### src/rtl/mips_pkg.sv
// rtl/mips_pkg.sv - shared types for the mips_pipeline hazard unit
package mips_pkg;

  localparam int REG_AW_DEF = 5;

  typedef enum logic [1:0] {
    FWD_NONE = 2'b00,
    FWD_WB   = 2'b01,
    FWD_MEM  = 2'b10
  } fwd_sel_t;

  typedef enum logic {
    MDU_IDLE = 1'b0,
    MDU_BUSY = 1'b1
  } mdu_state_t;

endpackage

### src/rtl/mdu_scoreboard.sv
// rtl/mdu_scoreboard.sv - tracks the single outstanding multi-cycle mult/div op
// MduDoneW pulses in the last busy cycle, when the result leaves on the MDU write port.
module mdu_scoreboard
  import mips_pkg::*;
#(
  parameter int REG_AW  = REG_AW_DEF,
  parameter int MDU_LAT = 4
) (
  input  logic              clk,
  input  logic              reset,
  input  logic              MduStartE,
  input  logic [REG_AW-1:0] MduDstE,
  output logic              MduBusy,
  output logic              MduDoneW,
  output logic [REG_AW-1:0] MduDst,
  output logic [3:0]        cnt
);

  mdu_state_t        r_state;
  logic [3:0]        r_cnt;
  logic [REG_AW-1:0] r_dst;

  always_ff @(posedge clk or negedge reset) begin
    if (!reset) begin
      r_state <= MDU_IDLE;
      r_cnt   <= '0;
      r_dst   <= '0;
    end else begin
      case (r_state)
        MDU_IDLE: begin
          if (MduStartE) begin
            r_state <= MDU_BUSY;
            r_cnt   <= 4'(MDU_LAT - 1);
            r_dst   <= MduDstE;
          end
        end
        MDU_BUSY: begin
          // A start while busy is dropped; the stall on MduIssueD should prevent it.
          if (r_cnt != 4'd0) begin
            r_cnt <= r_cnt - 4'd1;
          end else begin
            r_state <= MDU_IDLE;
          end
        end
        default: r_state <= MDU_IDLE;
      endcase
    end
  end

  assign MduBusy  = (r_state == MDU_BUSY);
  assign MduDoneW = (r_state == MDU_BUSY) && (r_cnt == 4'd0);
  assign MduDst   = r_dst;
  assign cnt      = r_cnt;

  a_no_start_while_busy : assert property (
    @(posedge clk) disable iff (!reset) !(MduStartE && (r_state == MDU_BUSY))
  );

endmodule

### src/rtl/hazard_unit_mdu.sv
// rtl/hazard_unit_mdu.sv - stall/flush/forward control for the 5-stage pipe plus MDU scoreboard
// HAZARD_FWD_EN selects forwarding; undefined, every in-flight RAW dependence stalls instead.
module hazard_unit_mdu
  import mips_pkg::*;
#(
  parameter int REG_AW  = REG_AW_DEF,
  parameter int MDU_LAT = 4
) (
  input  logic              clk,
  input  logic              reset,
  input  logic [REG_AW-1:0] RsD,
  input  logic [REG_AW-1:0] RtD,
  input  logic [REG_AW-1:0] RsE,
  input  logic [REG_AW-1:0] RtE,
  input  logic              BranchD,
  input  logic              MduIssueD,
  input  logic [REG_AW-1:0] WriteRegE,
  input  logic [REG_AW-1:0] WriteRegM,
  input  logic [REG_AW-1:0] WriteRegW,
  input  logic              RegWriteE,
  input  logic              RegWriteM,
  input  logic              RegWriteW,
  input  logic              MemtoRegE,
  input  logic              MemtoRegM,
  input  logic              MduStartE,
  input  logic [REG_AW-1:0] MduDstE,
  output logic              StallF,
  output logic              StallD,
  output logic              FlushE,
  output logic [1:0]        ForwardAE,
  output logic [1:0]        ForwardBE,
  output logic              ForwardAD,
  output logic              ForwardBD,
  output logic              MduBusy,
  output logic              MduDoneW,
  output logic [REG_AW-1:0] MduDst
);

  logic       w_hit_e, w_hit_m, w_lwstall, w_brstall, w_mdustall, w_depstall, w_stall;
  fwd_sel_t   w_fwd_ae, w_fwd_be;
  logic       w_fwd_ad, w_fwd_bd;
  logic [3:0] w_cnt;

  function automatic logic f_match(input logic [REG_AW-1:0] x, input logic [REG_AW-1:0] y);
    return (x != '0) && (x == y);
  endfunction

  function automatic fwd_sel_t f_fwd_e(input logic [REG_AW-1:0] src);
    if (RegWriteM && f_match(src, WriteRegM)) return FWD_MEM;
    if (RegWriteW && f_match(src, WriteRegW)) return FWD_WB;
    return FWD_NONE;
  endfunction

  mdu_scoreboard #(
    .REG_AW (REG_AW),
    .MDU_LAT(MDU_LAT)
  ) u_mdu_sb (
    .clk      (clk),
    .reset    (reset),
    .MduStartE(MduStartE),
    .MduDstE  (MduDstE),
    .MduBusy  (MduBusy),
    .MduDoneW (MduDoneW),
    .MduDst   (MduDst),
    .cnt      (w_cnt)
  );

  assign w_hit_e    = f_match(RsD, WriteRegE) || f_match(RtD, WriteRegE);
  assign w_hit_m    = f_match(RsD, WriteRegM) || f_match(RtD, WriteRegM);
  assign w_lwstall  = MemtoRegE && w_hit_e;
  assign w_brstall  = BranchD && ((RegWriteE && w_hit_e) || (MemtoRegM && w_hit_m));
  assign w_mdustall = MduBusy && !MduDoneW &&
                      (f_match(RsD, MduDst) || f_match(RtD, MduDst) || MduIssueD);

`ifdef HAZARD_FWD_EN
  assign w_depstall = 1'b0;
  assign w_fwd_ae   = f_fwd_e(RsE);
  assign w_fwd_be   = f_fwd_e(RtE);
  assign w_fwd_ad   = RegWriteM && f_match(RsD, WriteRegM);
  assign w_fwd_bd   = RegWriteM && f_match(RtD, WriteRegM);
`else
  // Without bypass paths, any pending E/M writer of a D source must drain to W first.
  assign w_depstall = (RegWriteE && w_hit_e) || (RegWriteM && w_hit_m);
  assign w_fwd_ae   = FWD_NONE;
  assign w_fwd_be   = FWD_NONE;
  assign w_fwd_ad   = 1'b0;
  assign w_fwd_bd   = 1'b0;
`endif

  assign w_stall   = reset && (w_lwstall || w_brstall || w_mdustall || w_depstall);
  assign StallF    = w_stall;
  assign StallD    = w_stall;
  assign FlushE    = w_stall;
  assign ForwardAE = reset ? w_fwd_ae : FWD_NONE;
  assign ForwardBE = reset ? w_fwd_be : FWD_NONE;
  assign ForwardAD = reset && w_fwd_ad;
  assign ForwardBD = reset && w_fwd_bd;

endmodule
### config.mk
export PLATFORM = sky130hd
export DESIGN_NAME = hazard_unit_mdu
export DESIGN_NICKNAME = d
export VERILOG_FILES = /design/src/rtl/mips_pkg.sv /design/src/rtl/mdu_scoreboard.sv /design/src/rtl/hazard_unit_mdu.sv
export SDC_FILE = /design/constraint.sdc
export NUM_CORES = 1
export LEC_CHECK = 0
export ABC_AREA = 1
export BUFFER_PORTS_ARGS = -buffer_cell sky130_fd_sc_hd__buf_2
export CAP_MARGIN = 0
export CORE_ASPECT_RATIO = 0.75
export CORE_MARGIN = 10
export CORE_UTILIZATION = 42
export CTS_CLUSTER_SIZE = 16
export DETAILED_ROUTE_END_ITERATION = 10
export GPL_TIMING_DRIVEN = 1
export PLACE_DENSITY = 0.8
export SKIP_CTS_REPAIR_TIMING = 1
export SLEW_MARGIN = 5
export SYNTH_ARGS = -nofsm -noshare
export SYNTH_HDL_FRONTEND = slang
export SYNTH_SLANG_ARGS = --single-unit
### constraint.sdc
create_clock -name clk -period 2 [get_ports clk]
set_input_delay 0.1 -clock clk [delete_from_list [all_inputs] [get_ports clk]]
set_output_delay 0.1 -clock clk [all_outputs]
set_load 0.005 [all_outputs]
Word level (Yosys, flattened, before mapping). Cells that the tools add are included.

Input bits: 50. Word-level logic and storage cells: 50. Output and inout bits: 16. Bits in registers: 10.

Reductions and logical operators: 31. Multiplexer cells: 6. Equality and inequality tests: 8. Add/sub/neg operators: 1. Bitwise gates (word level): 1.

Operator list (count): == test 5 bit (6); logical AND 1 bit (15); nonzero test 5 bit (2); logical OR 1 bit (9); two-way mux 4 bit (2); case mux 4 bit (2 select lines) (1); zero test 4 bit (1); != test 2 bit, second input constant (2); AND reduction 2 bit (2); nonzero test 4 bit (1); subtractor 4 x 1 -> 4 bit, second input constant (1); two-way mux 1 bit (2); case mux 1 bit (2 select lines) (1); zero test 1 bit (1); NOT 1 bit (1).

Depth between registers and ports, before layout. Gate-level depths: netlist (run 1).

Word-level depth: 10. Mapped depth: 11.

Cells and area by module. A second synthesis (run 1) with hierarchy kept.

Cells, all modules: 168. Area total of the unflattened synthesis: 1071.0 µm².

By module, submodules not included: hazard_unit_mdu (instances 1, seq. area each 0.0 µm², area each 601.8 µm², cells each 113); mdu_scoreboard (instances 1, seq. area each 250.2 µm², area each 469.2 µm², cells each 55).

Worst setup path after synthesis (run 1). No wires, ideal clock.

Kind: register -> output. Start point: register u_mdu_sb.r_dst[3], in the netlist u_mdu_sb.MduDst[3]. End point: output StallD. Data arrival time: 1.243 ns. Slack: 0.657 ns. Data required time: 1.900 ns. Stages on the path, launching flop included: 10. Cells stage by stage: dfrtp_1 > inv_1 > or2_2 > nand3_1 > nor2_1 > nand2_1 > a21oi_2 > nor2_1 > nor2_1 > buf_4.

Cells in the longest elaborated chain, start to end: 8. Elaborated cells between the ends (all ways): 10.

Ends and longest elaborated chain: start, declared (line mdu_scoreboard.sv:21) `logic [REG_AW-1:0] r_dst;`; start signal, assigned (line mdu_scoreboard.sv:34) `r_dst <= MduDstE;`; == test 5 bit (line hazard_unit_mdu.sv:45) `return (x != '0) && (x == y);`; logical AND 1 bit (line hazard_unit_mdu.sv:45); logical OR 1 bit (*) (2 in series) (line hazard_unit_mdu.sv:73) `(f_match(RsD, MduDst) || f_match(RtD, MduDst) || MduIssueD);`; logical AND 1 bit (*) (line hazard_unit_mdu.sv:72) `assign w_mdustall = MduBusy && !MduDoneW &&`; logical OR 1 bit (*) (2 in series) (line hazard_unit_mdu.sv:90) `assign w_stall = reset && (w_lwstall || w_brstall || w_mdustall || w_depstall);`; logical AND 1 bit (*) (line hazard_unit_mdu.sv:90); end, declared (line hazard_unit_mdu.sv:28) `output logic StallD,`.

Every way passes the cells marked *; elsewhere a longest branch is shown, timed or not.

Final worst setup path (run 1).
Start point: register u_mdu_sb.r_cnt[0], in the netlist u_mdu_sb.cnt[0]. End point: output FlushE.

Cells in the longest elaborated chain, start to end: 8.

Ends and longest elaborated chain: start, declared (line mdu_scoreboard.sv:20) `logic [3:0] r_cnt;`; start signal, assigned (line mdu_scoreboard.sv:33) `r_cnt <= 4'(MDU_LAT - 1);`; start signal, assigned (line mdu_scoreboard.sv:40) `r_cnt <= r_cnt - 4'd1;`; zero test 4 bit (line mdu_scoreboard.sv:51) `assign MduDoneW = (r_state == MDU_BUSY) && (r_cnt == 4'd0);`; logical AND 1 bit (line mdu_scoreboard.sv:51); zero test 1 bit (line hazard_unit_mdu.sv:72); logical AND 1 bit (2 in series) (line hazard_unit_mdu.sv:72); logical OR 1 bit (2 in series) (line hazard_unit_mdu.sv:90); logical AND 1 bit (line hazard_unit_mdu.sv:90); end, declared (line hazard_unit_mdu.sv:29) `output logic FlushE,`.

Every way passes these cells.

==> results.toml, run 1 <==
[drt]
vias_per_cell = 4.21
wl_per_cell_microns = 10.7
drc = 0
route.met3.wl_microns = 170
postRouteAntennaNets = 0
top_layer = "met4"
drt-total-wl_microns = 2460
drtIter0Drc = 32
vias = 963
wl_met1_microns = 1190
met2WireLength_microns = 1080
dr.pass1.iters = 4

[setup_path]
critPathTopFamily = "simple AND/OR/NAND/NOR gates"
cp_num_buf_inv = 2
timing_worst_setup_path_type = "flop to output pin"
crit_chain = "inv_1 -> ha_1 -> nand3_1 -> nand2_1 -> a21oi_2 -> nor2_1 -> nor2_1 -> buf_2"
startpoint_type = "flop"
slowest_stage = "dfrtp_1"
crit_arrival_ns = 1.57
slowest_delay_ns = 0.32
endpoint_kind = "output pin"
cp_max_fo = 5
cp_common_cell = "nor2_1"
cp.required_ns = 1.90

[floorplan]
fp-row-count = 15
start_util_pct = 43.7
die_h_microns = 62.1
dieWidth_microns = 76.1
ioPinCount = 66
fp.dieArea_sq_um = 4730
design.core.area_sq_um = 2270

[global_routing]
grt_pass1_vias = 925
grt_use_total_pct = 9.92
grt_overflow = 0
antenna_found_initial = 0
grt_max_degree = 12
grt_pass1_wl_microns = 3880

[placed_design]
hpwlAfterDp_microns = 2170
place_congestion = 0.815
port_buffers = 43
place_area_sq_um = 1210

[sta]
fin_crit_sh_pct = 83.3
rsz0062_at_grt = "no"
min_period_ns = 1.67
skew_ns = 0.00547
clock.fmax_mhz = 600
final_max_slew_viol_count = 0
hold_viol = 0
fin_setup_tns_ns = 0
setup_viol = 0

[cts]
cts_tree = "done"
clk_pin_slew_ns = 0.06
clk_path_buf_depth = 2
cts_buffers = 3
cts_sinks = 10
clk_latency_ns = 0.26
htreeDepth = 1
cts_root_buffer = "clkbuf_4"

[power_and_ir_drop]
max-vdd-ir-drop_mv = 0.639
p_per_area_nw_per_um2 = 914
leakage_nw = 0.708

[layout]
fillers = 245
finalNetCount = 248
layout-drive-gt1-share_pct = 27.7
final_common_cell = "buf_2"
area_growth_pct = 25.1
final_area_sq_um = 1240
antenna_cells = 0
final_cell_mix = "buf_2 (43), nand2_1 (42), nor2_1 (25)"

[synthesis]
ys_types = 20
synth_area_sq_um = 992
ys_seq_area_share_pct = 25.2
yosys-top-cells-area = "dfrtp_1 (25%), nand2_1 (16%), xnor2_1 (16%), nor2_1 (9.5%), inv_1 (6.4%)"
synth.largest_area_cell = "dfrtp_1"
synth_top_area_share_pct = 25.2
yosys_warnings = 0
syn_area_per_cell_sq_um = 6.57
syn_inst = 151
ys_seq_elements = 10

[worst_hold_path]
hp-class = "input pin to flop"

[run_status]
status = "completed"

[run]
max-cap-violations = 0
[cell families after synthesis]
logic type / share of synthesized area (%)
flops: 25.2
fa+ha+maj: 1.26
buf+inv: 13.2
other cells: 0.378
mux: 1.13
xor+xnor: 22.1
simple gates: 30.8
compound gates: 5.93
[power breakdown]
| group | leakage [nW] | internal (mW) | switching [mW] | total, mW |
|---|---|---|---|---|
| clock | 0.0138 | 0.0690 | 0.0590 | 0.128 |
| sequential | 0.114 | 0.302 | 0.0820 | 0.384 |
| combinational | 0.580 | 0.285 | 0.337 | 0.622 |
[sequential cells by signal, summed over array words and instances, names as in the netlist]
signal            flops
u_mdu_sb.cnt          4
u_mdu_sb.MduDst       5
u_mdu_sb.MduBusy      1
[metrics by stage]
step | utilization [%] | total power, mW | hold WS, ns | setup WS (ns) | instances
after global routing | 54.7 | 1.26 | 0.0839 | 0.164 | 229
after floorplan | - | 0.820 | -0.196 | 0.657 | 156
after CTS | 54.2 | 1.15 | -0.303 | 0.322 | 228
after detailed placement | 53.2 | 1.02 | -0.0243 | 0.612 | 225
final | 54.7 | 1.13 | 0.0863 | 0.333 | 229
after global placement | 53.2 | 1.00 | -0.0258 | 0.623 | 225
[final timing paths]
| check | from | end | slack, ns | cells past startpoint |
|---|---|---|---|---|
| max | u_mdu_sb.cnt[0] | FlushE | 0.33 | 8 |
| min | MduDstE[2] | u_mdu_sb.MduDst[2] | 0.09 | 2 |
| max reg2reg | u_mdu_sb.cnt[0] | u_mdu_sb.cnt[0] | 0.63 | 7 |
| min reg2reg | u_mdu_sb.cnt[1] | u_mdu_sb.cnt[1] | 0.53 | 2 |
| max in group asynchronous | reset | u_mdu_sb.MduDst[4] | 1.56 | 2 |
| min in group asynchronous | reset | u_mdu_sb.cnt[2] | 0.24 | 2 |
[final cells by class]
class / instances / area (sq um) / area share, %
clock buffers: 3 / 22.5 / 1.81
inverters: 19 / 71.3 / 5.75
multi-input cells: 119 / 629 / 50.7
flip-flops and latches: 10 / 250 / 20.2
well taps: 34 / 42.5 / 3.43
repair buffers: 44 / 225 / 18.1
[cell usage after synthesis (all sizes together)]
cell   count
a21o       1
a21oi      6
buf        8
conb       1
dfrtp     10
ha         1
inv       19
mux2       1
nand2     42
nand3      6
nor2      26
o21ai      1
o22ai      2
or2        2
xnor2     18
xor2       7
[layer usage]
| metal | vias up | global-route usage [%] |
|---|---|---|
| li1 | 529 | - |
| met3 | 2 | 3.74 |
| met2 | 30 | 16.7 |
| met5 | - | 0 |
| met4 | 0 | 3.17 |
| met1 | 402 | 11.7 |
Power figures use the tool's default switching activity.
==> run 2, diff against run 1 <==
Settings changed: CORE_UTILIZATION 42 to 38, PLACE_DENSITY 0.8 to 0.77.
Clock period 2 ns to 1.4 ns, I/O delays scaled along.
==> run 2 against run 1 <==
  * The flow now finishes with violations (setup timing)
  * Critical path depth unchanged
  * Global-route usage up 0.055 points
  * First-iteration DRC count fell by 3.1%
  * Sequential power is 46% higher
  * Critical endpoint is now StallF
  * Largest cell class unchanged
  * Worst setup slack worse by 0.51 ns
  * Clock power up 52%
==> results.toml, run 2 (synthesized netlist as in run 1, its figures left out) <==
[layout]
finalNetCount = 252
antenna_cells = 0
final_cell_mix = "buf_2 (43), nand2_1 (40), nor2_1 (23)"
final_cells = 233
final_common_cell = "buf_2"
largest_register_ffs = 5
layout-drive-gt1-share_pct = 34.2
area_growth_pct = 29.9

[power_and_ir_drop]
p_per_area_nw_per_um2 = 1380
pwr-share-clk_pct = 10.9
power_switching_uw = 755
switching_share_pct = 42.4
power.internal_mw = 1.02
leakage_nw = 0.721
power_frac_seq_pct = 31.4
max-vdd-ir-drop_mv = 0.929
combPwrFrac_pct = 57.7

[drt]
postRouteAntennaNets = 0
vias_per_cell = 4.26
dr.pass1.iters = 4
drt-total-wl_microns = 2610
vias = 993
wl_per_cell_microns = 11.2
drtIter0Drc = 31
drc = 0

[cts]
clk_latency_ns = 0.27
cts_sinks = 10
clk_path_buf_depth = 2
cts_buffers = 3
clk_pin_slew_ns = 0.07
cts_tree = "done"
htreeDepth = 1
cts_root_buffer = "clkbuf_4"

[sta]
clock.fmax_mhz = 633
fin_ws_ns = -0.179
fin_crit_sh_pct = 113
hold_viol = 0
setup_viol = 3
skew_ns = 0.00911
min_period_ns = 1.58
rsz0062_at_grt = "yes"
fin_setup_tns_ns = -0.536
final_max_slew_viol_count = 0

[placed_design]
dp.cells = 227
hpwlAfterDp_microns = 2260
port_buffers = 43
place_congestion = 0.811
pre_cts_ws_ns = 0.0425

[global_routing]
antenna_found_initial = 0
grt_max_degree = 12
grt_pass1_vias = 984
grt_overflow = 0
grt_pass1_wl_microns = 4200
grt_use_total_pct = 9.98

[floorplan]
start_util_pct = 41.3
design.core.area_sq_um = 2400
fp.dieArea_sq_um = 5080
fp-row-count = 15
die_h_microns = 64.3
ioPinCount = 66
dieWidth_microns = 79.0

[run]
max-cap-violations = 0

[setup_path]
startpoint_type = "flop"
crit_arrival_ns = 1.51
endpoint_kind = "output pin"
cp_max_fo = 4
slowest_stage = "dfrtp_1"
cp.required_ns = 1.33
crit_chain = "buf_4 -> xor2_1 -> nor2_1 -> nand2_1 -> a21oi_2 -> nor2_1 -> nor2_2 -> buf_2"
cp_common_cell = "nor2_1"
slowest_delay_ns = 0.41
timing_worst_setup_path_type = "flop to output pin"

[run_status]
violations = "setup timing"
status = "finished with violations"

[worst_hold_path]
hp-class = "input pin to flop"
## run 2: power by group through the flow
stage | Combinational (mW) | Clock, mW | Sequential, mW
after global routing | 1.20 | 0.212 | 0.580
after CTS | 0.953 | 0.203 | 0.548
after global placement | 0.926 | 0 | 0.546
after floorplan | 0.629 | 0 | 0.543
final | 1.03 | 0.195 | 0.559
after detailed placement | 0.948 | 0 | 0.552
## run 2: worst max-delay path, delay by kind of cell (launching register included)
family / cells / cell delay (ns)
and+or+nand+nor: 4 / 0.30
xor gates and xnor gates: 1 / 0.13
AOI/OAI and AO/OA: 1 / 0.12
buffers and inverters: 2 / 0.27
DFF: 1 / 0.41
## run 2: metrics by stage
step	power (mW)	hold WS (ns)	util, %	cell area (sq um)
4_1_cts	1.70	-0.351	51.9	1250
2_1_floorplan	1.17	-0.226	-	1010
3_3_place_gp	1.47	-0.0519	50.9	1220
3_5_place_dp	1.50	-0.0572	50.9	1220
6_report	1.78	0.0374	53.6	1290
5_1_grt	2.00	0.0455	53.6	1290
## run 2: worst paths after layout
path | start | slack [ns] | to | cells after the start
setup / recovery | u_mdu_sb.MduDst[4] | -0.18 | StallF | 8
hold / removal | MduDstE[2] | 0.04 | u_mdu_sb.MduDst[2] | 2
setup reg to reg | u_mdu_sb.cnt[0] | 0.16 | u_mdu_sb.cnt[1] | 7
hold reg to reg | u_mdu_sb.cnt[1] | 0.54 | u_mdu_sb.cnt[1] | 2
max in group asynchronous | reset | 1.02 | u_mdu_sb.MduDst[0] | 2
min in group asynchronous | reset | 0.18 | u_mdu_sb.cnt[1] | 2
## run 2: final cells by class
| type | count | area (sq um) |
|---|---|---|
| flip-flops and latches | 10 | 250 |
| clock buffers | 3 | 22.5 |
| repair buffers | 48 | 255 |
| fillers | 261 | 1110 |
| multi-input cells | 119 | 647 |
| inverters | 19 | 71.3 |
| well taps | 34 | 42.5 |
## run 2: metal layers
metal	wire length [microns]	part of all wire [%]	global-route usage [%]	vias to the layer above
met5	0	0	0	-
met4	29	1.1	4.02	0
met3	285	11	4.33	2
met2	1160	44	14.7	31
met1	1130	43	12.4	419
li1	-	-	-	541
==> run 3, diff against run 2 <==
==> constraint.sdc (replaced) <==
create_clock -name clk -period 1.4 [get_ports clk]
set_input_delay 0.28 -clock clk [delete_from_list [all_inputs] [get_ports clk]]
set_output_delay 0.28 -clock clk [all_outputs]
set_load 0.005 [all_outputs]
==> run 3 against run 2 <==
  * The flow still finishes with violations (setup timing)
  * Clock skew decreased by 0.0082 ns
  * Routed wire length up 12%
  * Maximum frequency decreased by 13%
  * Largest power group unchanged
  * Sequential share of layout area fell by 2.0 points
  * Worst setup slack worse by 0.23 ns
  * Highest routed layer unchanged
==> results.toml, run 3 (synthesized netlist as in run 1, its figures left out) <==
[floorplan]
design.core.area_sq_um = 2400
dieWidth_microns = 79.0
fp.dieArea_sq_um = 5080
fp-row-count = 15
start_util_pct = 41.3
ioPinCount = 66
die_h_microns = 64.3

[sta]
setup_viol = 4
fin_ws_ns = -0.408
timing.hold.ws_ns = 0.240
rsz0062_at_grt = "yes"
fin_crit_sh_pct = 129
clock.fmax_mhz = 553
skew_ns = 0.000930
min_period_ns = 1.81
final_max_slew_viol_count = 0
hold_viol = 0

[setup_path]
critPathTopFamily = "simple AND/OR/NAND/NOR gates"
reg2regPathDepth = 8
reg2reg_slack_ns = 0.11
endpoint_kind = "output pin"
slowest_delay_ns = 0.39
startpoint_type = "flop"
endpoint = "StallD"
crit_chain = "inv_2 -> or2_2 -> nand3_2 -> nor2_1 -> nand2_1 -> a21oi_2 -> nor2_1 -> nor2_2 -> buf_2"
cp_max_fo = 4
slowest_stage = "dfrtp_1"
timing_worst_setup_path_type = "flop to output pin"
r2r-end = "u_mdu_sb.cnt[1]"
cp_common_cell = "nor2_1"
cp.required_ns = 1.12
crit_arrival_ns = 1.53
cp_num_buf_inv = 2
rr_startpoint = "u_mdu_sb.cnt[1]"
path_depth = 9
worstSetupStartpoint = "u_mdu_sb.MduDst[3]"

[global_routing]
grt_pass1_wl_microns = 4520
antenna_found_initial = 0
grt_max_degree = 11
grt_pass1_vias = 986
grt_use_total_pct = 10.7
grt_overflow = 0

[drt]
dr.pass1.iters = 4
drc = 0
drt-total-wl_microns = 2910
vias_per_cell = 4.32
wl_per_cell_microns = 11.8
vias = 1066
drtIter0Drc = 29
postRouteAntennaNets = 0

[cts]
clk_pin_slew_ns = 0.07
htreeDepth = 1
cts_root_buffer = "clkbuf_4"
cts_buffers = 3
cts_tree = "done"
clk_latency_ns = 0.27
clk_path_buf_depth = 2
cts_sinks = 10

[placed_design]
place_congestion = 0.816
place_area_sq_um = 1310
port_buffers = 43
dp.cells = 238
hpwlAfterDp_microns = 2380

[power_and_ir_drop]
p_per_area_nw_per_um2 = 1500
design_power_total_mw = 2.16
leakage_nw = 0.807
max-vdd-ir-drop_mv = 1.03

[layout]
final_area_sq_um = 1440
final_common_cell = "buf_2"
fin_util_pct = 59.9
largest_register_ffs = 5
area_growth_pct = 45.0
final_cell_mix = "buf_2 (43), nand2_1 (39), nor2_1 (22)"
fillers = 241
final_cells = 247
layout-drive-gt1-share_pct = 41.3
finalNetCount = 265
antenna_cells = 0

[run_status]
violations = "setup timing"
status = "finished with violations"

[worst_hold_path]
hp-class = "input pin to flop"
min-delay-start = "MduDstE[2]"

[run]
max-cap-violations = 0
==> run 3: worst min-delay path by stage <==
stage,endpoint,slack [ns],cells after the start
after CTS,u_mdu_sb.cnt[3],-0.08,2
after floorplan,u_mdu_sb.MduBusy,-0.02,0
after global placement,u_mdu_sb.cnt[3],0.22,2
after global routing,u_mdu_sb.MduDst[2],0.26,2
final,u_mdu_sb.MduDst[2],0.24,2
after detailed placement,u_mdu_sb.cnt[3],0.22,2
==> run 3: metal layers <==
layer	up-vias	GRT usage [%]	part of all wire, %
li1	566	-	-
met1	461	13.6	45
met2	35	15.5	45
met3	4	4.75	9.7
met4	0	3.35	0.86
met5	-	0	0
==> run 3: final cells by class <==
| class | count | area (sq um) | share of cell area, % |
|---|---|---|---|
| Clock buffer | 4 | 36.3 | 2.52 |
| Multi-Input combinational cell | 119 | 682 | 47.4 |
| Timing Repair Buffer | 61 | 357 | 24.8 |
| Sequential cell | 10 | 250 | 17.4 |
| Tap cell | 34 | 42.5 | 2.96 |
| Inverter | 19 | 71.3 | 4.96 |
==> run 3: through the flow <==
| step | setup WS (ns) | setup TNS, ns |
|---|---|---|
| floorplan | -0.0882 | -0.176 |
| detailed placement | -0.262 | -0.783 |
| global placement | -0.246 | -0.738 |
| CTS | -0.442 | -1.53 |
| global route | -0.566 | -1.91 |
| finish | -0.408 | -1.38 |
==> run 3: power breakdown <==
| part | leakage, nW | internal [mW] | switching, mW |
|---|---|---|---|
| combinational | 0.672 | 0.703 | 0.622 |
| clock | 0.0210 | 0.158 | 0.107 |
| sequential | 0.114 | 0.431 | 0.141 |
| total | 0.807 | 1.29 | 0.870 |
